<file path="src/rtl/asmd_booth_multiplier_pkg.sv">
// Shared types for the ASMD Booth multiplier: controller states and Booth step operations.
package asmd_booth_multiplier_pkg;

  typedef enum logic [1:0] {
    StIdle = 2'b00,
    StRun  = 2'b01,
    StDone = 2'b10
  } state_e;

  typedef enum logic [1:0] {
    BoothNop = 2'b00,
    BoothAdd = 2'b01,
    BoothSub = 2'b10
  } booth_op_e;

  // Radix-2 Booth recoding of the multiplier bit pair {Q[0], q_1}.
  function automatic booth_op_e booth_decode(input logic q0, input logic q_1);
    booth_op_e op;
    unique case ({q0, q_1})
      2'b01:   op = BoothAdd;
      2'b10:   op = BoothSub;
      default: op = BoothNop;
    endcase
    return op;
  endfunction

endpackage

</file>
<file path="src/rtl/asmd_booth_multiplier_datapath.sv">
// Booth datapath: M/A/Q/q_1 registers, W+2-bit adder/subtractor and arithmetic right shifter.
module asmd_booth_multiplier_datapath
  import asmd_booth_multiplier_pkg::*;
#(
  parameter int unsigned Width = 8
) (
  input  logic               clk_i,
  input  logic               reset_i,
  input  logic               load_i,
  input  logic               step_i,
  input  booth_op_e          op_i,
  input  logic               mode_i,
  input  logic [Width-1:0]   word0_i,
  input  logic [Width-1:0]   word1_i,
  output logic               q0_o,
  output logic               q_1_o,
  output logic [2*Width-1:0] step_product_o
);

  logic [Width+1:0] m_q, m_d;
  logic [Width+1:0] a_q, a_d;
  logic [Width:0]   q_q, q_d;
  logic             q1_q, q1_d;

  logic [Width+1:0] sum;
  logic [Width+1:0] a_shift;
  logic [Width:0]   q_shift;

  always_comb begin
    unique case (op_i)
      BoothAdd: sum = a_q + m_q;
      BoothSub: sum = a_q - m_q;
      default:  sum = a_q;
    endcase
    a_shift = {sum[Width+1], sum[Width+1:1]};
    q_shift = {sum[0], q_q[Width:1]};
  end

  always_comb begin
    m_d  = m_q;
    a_d  = a_q;
    q_d  = q_q;
    q1_d = q1_q;
    if (load_i) begin
      m_d  = {{2{mode_i & word0_i[Width-1]}}, word0_i};
      q_d  = {mode_i & word1_i[Width-1], word1_i};
      a_d  = '0;
      q1_d = 1'b0;
    end else if (step_i) begin
      a_d  = a_shift;
      q_d  = q_shift;
      q1_d = q_q[0];
    end
  end

  always_ff @(posedge clk_i) begin
    if (reset_i) begin
      m_q  <= '0;
      a_q  <= '0;
      q_q  <= '0;
      q1_q <= 1'b0;
    end else begin
      m_q  <= m_d;
      a_q  <= a_d;
      q_q  <= q_d;
      q1_q <= q1_d;
    end
  end

  assign q0_o  = q_q[0];
  assign q_1_o = q1_q;
  // Low 2W bits of {A,Q} after the current step; exact once all W+1 steps are done.
  assign step_product_o = {a_shift[Width-2:0], q_shift};

endmodule

</file>
<file path="src/rtl/asmd_booth_multiplier.sv">
// Sequential radix-2 Booth multiplier: ASMD controller, iteration counter and output registers.
module asmd_booth_multiplier
  import asmd_booth_multiplier_pkg::*;
#(
  parameter int unsigned WORD_LENGTH = 8
) (
  input  logic                       clk,
  input  logic                       reset,
  input  logic                       start,
  input  logic                       signed_mode,
  input  logic [WORD_LENGTH-1:0]     word0,
  input  logic [WORD_LENGTH-1:0]     word1,
  output logic [2*WORD_LENGTH-1:0]   product,
  output logic                       ready,
  output logic                       done
);

  localparam int unsigned CntW = $clog2(WORD_LENGTH + 1) + 1;
  localparam logic [CntW-1:0] LastCnt = CntW'(WORD_LENGTH);

  state_e                   state_q, state_d;
  logic [CntW-1:0]          count_q, count_d;
  logic [2*WORD_LENGTH-1:0] product_q, product_d;
  logic                     done_q, done_d;

  logic                     load, step, last_step;
  logic                     q0, q_1;
  booth_op_e                op;
  logic [2*WORD_LENGTH-1:0] step_product;

  always_ff @(posedge clk) begin
    if (reset) state_q <= StIdle;
    else       state_q <= state_d;
  end

  always_comb begin
    state_d = state_q;
    unique case (state_q)
      StIdle:  if (start) state_d = StRun;
      StRun:   if (count_q == LastCnt) state_d = StDone;
      StDone:  state_d = StIdle;
      default: state_d = StIdle;
    endcase
  end

  always_comb begin
    load  = 1'b0;
    step  = 1'b0;
    ready = 1'b0;
    unique case (state_q)
      StIdle: begin
        ready = 1'b1;
        load  = start;
      end
      StRun:   step = 1'b1;
      default: ;
    endcase
  end

  assign op        = booth_decode(q0, q_1);
  assign last_step = step && (count_q == LastCnt);

  // Product and done are captured on the final step, so done is high for the DONE cycle.
  always_comb begin
    count_d   = count_q;
    product_d = product_q;
    done_d    = 1'b0;
    if (load) begin
      count_d = '0;
    end else if (step) begin
      count_d = count_q + 1'b1;
    end
    if (last_step) begin
      product_d = step_product;
      done_d    = 1'b1;
    end
  end

  always_ff @(posedge clk) begin
    if (reset) begin
      count_q   <= '0;
      product_q <= '0;
      done_q    <= 1'b0;
    end else begin
      count_q   <= count_d;
      product_q <= product_d;
      done_q    <= done_d;
    end
  end

  asmd_booth_multiplier_datapath #(
    .Width (WORD_LENGTH)
  ) u_datapath (
    .clk_i          (clk),
    .reset_i        (reset),
    .load_i         (load),
    .step_i         (step),
    .op_i           (op),
    .mode_i         (signed_mode),
    .word0_i        (word0),
    .word1_i        (word1),
    .q0_o           (q0),
    .q_1_o          (q_1),
    .step_product_o (step_product)
  );

  assign product = product_q;
  assign done    = done_q;

endmodule

</file>
<file path="config.mk">
export PLATFORM = sky130hd
export DESIGN_NAME = asmd_booth_multiplier
export DESIGN_NICKNAME = d
export VERILOG_FILES = /design/src/rtl/asmd_booth_multiplier_pkg.sv /design/src/rtl/asmd_booth_multiplier_datapath.sv /design/src/rtl/asmd_booth_multiplier.sv
export SDC_FILE = /design/constraint.sdc
export NUM_CORES = 1
export LEC_CHECK = 0
export BUFFER_PORTS_ARGS = -buffer_cell sky130_fd_sc_hd__buf_4
export CORE_MARGIN = 1
export CORE_UTILIZATION = 60
export CTS_CLUSTER_SIZE = 10
export DETAILED_ROUTE_END_ITERATION = 12
export GPL_TIMING_DRIVEN = 0
export PLACE_DENSITY_LB_ADDON = 0.15
export SLEW_MARGIN = 20
export SYNTH_ARGS = -nofsm -noshare
export SYNTH_HDL_FRONTEND = slang
export SYNTH_HIERARCHICAL = 1
export SYNTH_SLANG_ARGS = --single-unit
export TNS_END_PERCENT = 10
</file>
<file path="constraint.sdc">
create_clock -name clk -period 7.1 [get_ports clk]
set_input_delay 0.71 -clock clk [delete_from_list [all_inputs] [get_ports clk]]
set_output_delay 0.71 -clock clk [all_outputs]
set_load 0.02 [all_outputs]
</file>
# Word-level counts from Yosys, hierarchy flattened

Cells that the tools add are included.

$add $sub $neg: 3
Equal/unequal tests: 8
Multiplexer cells: 11
Bitwise gates (word level): 2
Reductions and logical operators: 5

Operators by type and width:

| operator                                       | number |
|---|---|
| case mux 10 bit (2 select lines)               | 1 |
| two-way mux 9 bit                              | 2 |
| adder 9 x 9 -> 10 bit                          | 1 |
| subtractor 9 x 9 -> 10 bit                     | 1 |
| case mux 2 bit (2 select lines)                | 2 |
| == test 2 x 1 -> 1 bit (second input constant) | 3 |
| adder 5 x 1 -> 5 bit (second input constant)   | 1 |
| == test 5 x 4 -> 1 bit (second input constant) | 1 |
| == test 2 bit (second input constant)          | 2 |
| two-way mux 1 bit                              | 4 |
| two-way mux 2 bit                              | 2 |
| != test 2 bit (second input constant)          | 2 |
| bitwise AND 1 bit                              | 2 |
| logical NOT 2 bit                              | 1 |
| AND reduction 2 bit                            | 1 |
| nonzero test 2 bit                             | 1 |
| OR reduction 2 bit                             | 1 |
| logical AND 1 bit                              | 1 |

Bits in registers: 52
Bits of input ports: 20
Output and inout bits: 18

# Depth between registers and ports, before layout

Word-level depth: 6
Mapped depth: 16
Gate-level depth less buffers: 14

# Cells and area by module

The synthesis kept the hierarchy.

Modules (own cells, without submodules):

| module                         | instances | cells each | area an instance (µm²) | seq. area each (µm²) |
|---|---|---|---|---|
| asmd_booth_multiplier_datapath | 1         | 227        | 1856.8                 | 560.5 |
| asmd_booth_multiplier          | 1         | 114        | 1106.1                 | 480.5 |

# Least setup slack after synthesis

Ideal clock, no wire load.

Path kind: register to register
Start point: register u_datapath.q1_q (netlist: u_datapath/q_1_o)
End point: register product_q[14] (netlist: product[14])
Data arrival time: 2.415 ns
Required time: 7.033 ns
Setup slack: 4.618 ns
Stages on the path, launching flop included: 16
Period minus slack after synthesis: 2.482 ns
Cell sequence: dfxtp_1 -> nor2b_1 -> inv_1 -> ha_1 -> buf_2 -> mux2i_1 -> fa_1 -> a211oi_1 -> o21bai_1 -> a21oi_1 -> xnor2_1 -> nand2b_1 -> nand2_1 -> buf_4 -> nand4b_1 -> o21ai_2

Cells in the longest elaborated chain, start to end: 4

Ends and longest elaborated chain:

| element                                                 | line                                 | text |
|---|---|---|
| start: declaration                                      | asmd_booth_multiplier_datapath.sv:23 | `logic q1_q, q1_d;` |
| start signal: assignment                                | asmd_booth_multiplier_datapath.sv:66 | `q1_q <= q1_d;` |
| == test 2 bit or == test 2 x 1 -> 1 bit (tied branches) | asmd_booth_multiplier_pkg.sv:19      | `unique case ({q0, q_1})` |
| case mux 2 bit (2 select lines) (*)                     | asmd_booth_multiplier_pkg.sv:19      |  |
| net op[0]                                               | asmd_booth_multiplier.sv:28          | `booth_op_e op;` |
| == test 2 bit or == test 2 x 1 -> 1 bit (tied branches) | asmd_booth_multiplier_datapath.sv:30 | `unique case (op_i)` |
| case mux 10 bit (2 select lines) (*)                    | asmd_booth_multiplier_datapath.sv:30 |  |
| net u_datapath.sum[6]                                   | asmd_booth_multiplier_datapath.sv:25 | `logic [Width+1:0] sum;` |
| end signal: assignment                                  | asmd_booth_multiplier.sv:86          | `product_q <= product_d;` |
| end: declaration                                        | asmd_booth_multiplier.sv:23          | `logic [2*WORD_LENGTH-1:0] product_q, product_d;` |

The timed path passes the listed nets; every way through them passes the cells marked *.
A chain may end at the register's enable or synchronous reset.

# Final worst setup path

Start point: register u_datapath.q_q[0]
End point: register product_q[13] (netlist: product[13])

Cells in the longest elaborated chain, start to end: 4

Ends and longest elaborated chain:

| element                                                 | line                                 | text |
|---|---|---|
| start: declaration                                      | asmd_booth_multiplier_datapath.sv:22 | `logic [Width:0] q_q, q_d;` |
| start signal: assignment                                | asmd_booth_multiplier_datapath.sv:65 | `q_q <= q_d;` |
| == test 2 bit or == test 2 x 1 -> 1 bit (tied branches) | asmd_booth_multiplier_pkg.sv:19      |  |
| case mux 2 bit (2 select lines) (*)                     | asmd_booth_multiplier_pkg.sv:19      |  |
| net op[1]                                               | asmd_booth_multiplier.sv:28          |  |
| == test 2 bit or == test 2 x 1 -> 1 bit (tied branches) | asmd_booth_multiplier_datapath.sv:30 |  |
| case mux 10 bit (2 select lines) (*)                    | asmd_booth_multiplier_datapath.sv:30 |  |
| net u_datapath.sum[5]                                   | asmd_booth_multiplier_datapath.sv:25 |  |

Marked as above.

==> run summary <==
Core Region: 4720 um2
initial antenna violation count: 0
Post-CTS Setup Bufs: 0
Min-Delay Path Class: reg2reg
TritonRoute pass-1 iters: 4
via count: 2,413
status: complete, no violations
total leakage power: 1.45 nW
fmax: 346 MHz
first-pass GRT wire length: 10,200 um
unrepaired setup endpoints after global routing: false
max_slew headroom: 0.638
number of fill cells: 381
Distinct cells, synth: 46
RD Place Congestion: 0.897
dpl ws: 4.23 ns
NumNets Final: 419
# clock sinks: 52
Mapped Cells: 341
area share of the largest cell type after synthesis: 0.351
# IOs: 38
worst endpoint data arrival time: 3.13 ns
crit path time final: 2.89 ns
cts repair resizes: 0
H-tree levels: 2
crit path kind: reg2reg
Die Ht: 72.3 um
ANT cells: 0
TritonCTS clock tree: built
Worst-Skew Late Latency: 0.30 ns
commonest non-fill, non-tap cell in the layout: dfxtp_1
CTS clock-pin slew for the worst setup and hold paths: 0.10 ns
starting density of the core: 0.627
number of global-route vias before repair: 2,199
Max-cap violations: 0
multi-input logic area: 1710 um2
Slew Viols, Final: 0
post-synthesis average cell area: 8.69 um2
Placed Area: 3320 um2
VDD IR max: 142 uV
Die X: 72.3 um
GRT Overall Usage: 0.248
share of cells above drive strength 1: 0.210
DRT Wirelength: 5950 um
die area: 5220 um2
most frequent cells in the layout: 52 x dfxtp_1, 46 x buf_4, 45 x nor2_1, 25 x mux2i_1, 23 x a21oi_1
#FFs+latches synth: 52
DP HPWL: 4480 um
Area contributors post-synth: dfxtp_1 35%, mux2i_1 8.4%, nor2_1 5.7%
total gr overflow: 0
area delta synth->final: 16.0%
Final setup viols: 0
pwr/cell area: 198 nW/um2
Routed WL per cell: 13.1 um
CTS Buffer Depth: 2
largest net degree at the start of global routing: 17
DRC violations left: 0
Final Cycle Share: 0.407
required time worst endpoint: 7.34 ns
fin area: 3440 um2
PortBufs: 37
yosys warns: 6
setup ws final: 4.21 ns
Layout Skew: 0.0117 ns
root cell of the clock tree: clkbuf_8
CP Launch Type: flip-flop
# rows: 25
crit path max fanout: 9
Routed Antenna Nets: 0
syn nets: 375
Worst Tran Pin Value: 0.542 ns
via density per instance: 5.33
1st-iter DRT viols: 122
post-synthesis sequential area ratio: 0.351
post-route setup TNS: 0 ns
Netlist Area Pre-Place: 2960 um2
WHS: 0.478 ns
hold buffer count at cts: 0
Fin. Hold Viols: 0
TritonCTS buffer count: 5
leading area contributor after synthesis: dfxtp_1
Sequential cell area: 1040 um2
Setup crit end kind: flip-flop
==> kinds of logic (layout without fill, tap and decap cells) <==
logic type | after synthesis | in the layout | synth area share
flip-flops | 52 | 52 | 0.351
AO/OA/AOI/OAI | 67 | 67 | 0.141
AND/OR/NAND/NOR | 128 | 128 | 0.239
buffers and inverters | 38 | 83 | 0.0709
XOR/XNOR | 16 | 16 | 0.0473
multiplexers | 26 | 26 | 0.0883
adder cells (fa/ha/maj) | 14 | 14 | 0.0617
==> area by class of cell <==
cell class              instances  area share
multi-input cells             251       0.498
flip-flops and latches         52       0.303
repair buffers                 37      0.0808
plain buffers                  28      0.0503
well taps                      67      0.0244
clock buffers                   6      0.0211
clock inverters                 2      0.0113
inverters                      10      0.0109
==> critical path: stages (launching register included) <==
cell	delay [ns]
dfxtp_1	0.41
nor2b_1	0.15
ha_1	0.14
buf_2	0.21
mux2i_1	0.38
ha_1	0.29
nor2b_1	0.14
o2111ai_1	0.28
nand2_1	0.11
xnor2_1	0.12
o21ai_0	0.24
buf_4	0.16
nand4b_1	0.11
o21ai_2	0.07
==> stage by stage <==
step / power, W / std cells / utilization
finish: 0.000679 / 453 / 0.727
global route: 0.000715 / 453 / 0.727
CTS: 0.000683 / 453 / 0.727
detailed placement: 0.000481 / 445 / 0.704
global placement: 0.000477 / 445 / 0.704
floorplan: 0.000445 / 341 / -
==> cell usage after synthesis, drive strengths merged <==
| cell | count |
|---|---|
| fa | 1 |
| nor2b | 7 |
| and2 | 2 |
| or3 | 4 |
| nor4bb | 1 |
| a31oi | 2 |
| o211a | 1 |
| nand2 | 15 |
| o21ai | 27 |
| dfxtp | 52 |
| o211ai | 1 |
| inv | 10 |
| or2 | 3 |
| a21o | 3 |
| nor3b | 1 |
| a211oi | 1 |
| o22ai | 1 |
| nor3 | 5 |
| nand3 | 3 |
| clkbuf | 7 |
| a31o | 1 |
| nor4b | 1 |
| buf | 21 |
| xnor2 | 13 |
| a2111oi | 1 |
| nor2 | 46 |
| mux2 | 1 |
| xor2 | 3 |
| o2111ai | 1 |
| o21bai | 1 |
| ha | 13 |
| nand3b | 2 |
| o21a | 3 |
| nand4b | 16 |
| nand2b | 21 |
| mux2i | 25 |
| a21oi | 24 |
| nand4 | 1 |
==> registers in the layout (all words and copies together) (netlist names) <==
name / count
count_q: 5
product: 16
u_datapath/m_q: 9
state_q: 2
u_datapath/a_q: 9
u_datapath/q_q: 9
u_datapath/q_1_o: 1
done: 1
==> final timing paths <==
kind / start / end / slack [ns] / depth (start not counted)
min: product[13] / product[13] / 0.48 / 2
max reg2reg: u_datapath/q_q[0] / product[13] / 4.21 / 13
min reg2reg: product[13] / product[13] / 0.48 / 2
max: u_datapath/q_q[0] / product[13] / 4.21 / 13
==> routing by layer <==
metal,part of all wire,track usage,vias up
met2,0.47,0.404,41
met1,0.50,0.351,1110
met4,0.0079,0.0588,0
li1,-,-,1257
met5,0,0,-
met3,0.025,0.0333,5
==> where the power goes <==
part	internal [W]	total, W	switching (W)
clock	0.000107	0.000204	0.0000969
sequential	0.000301	0.000312	0.0000109
combinational	0.0000808	0.000164	0.0000834
total	0.000488	0.000679	0.000191
Note: power is estimated with default switching activity, not from simulation.
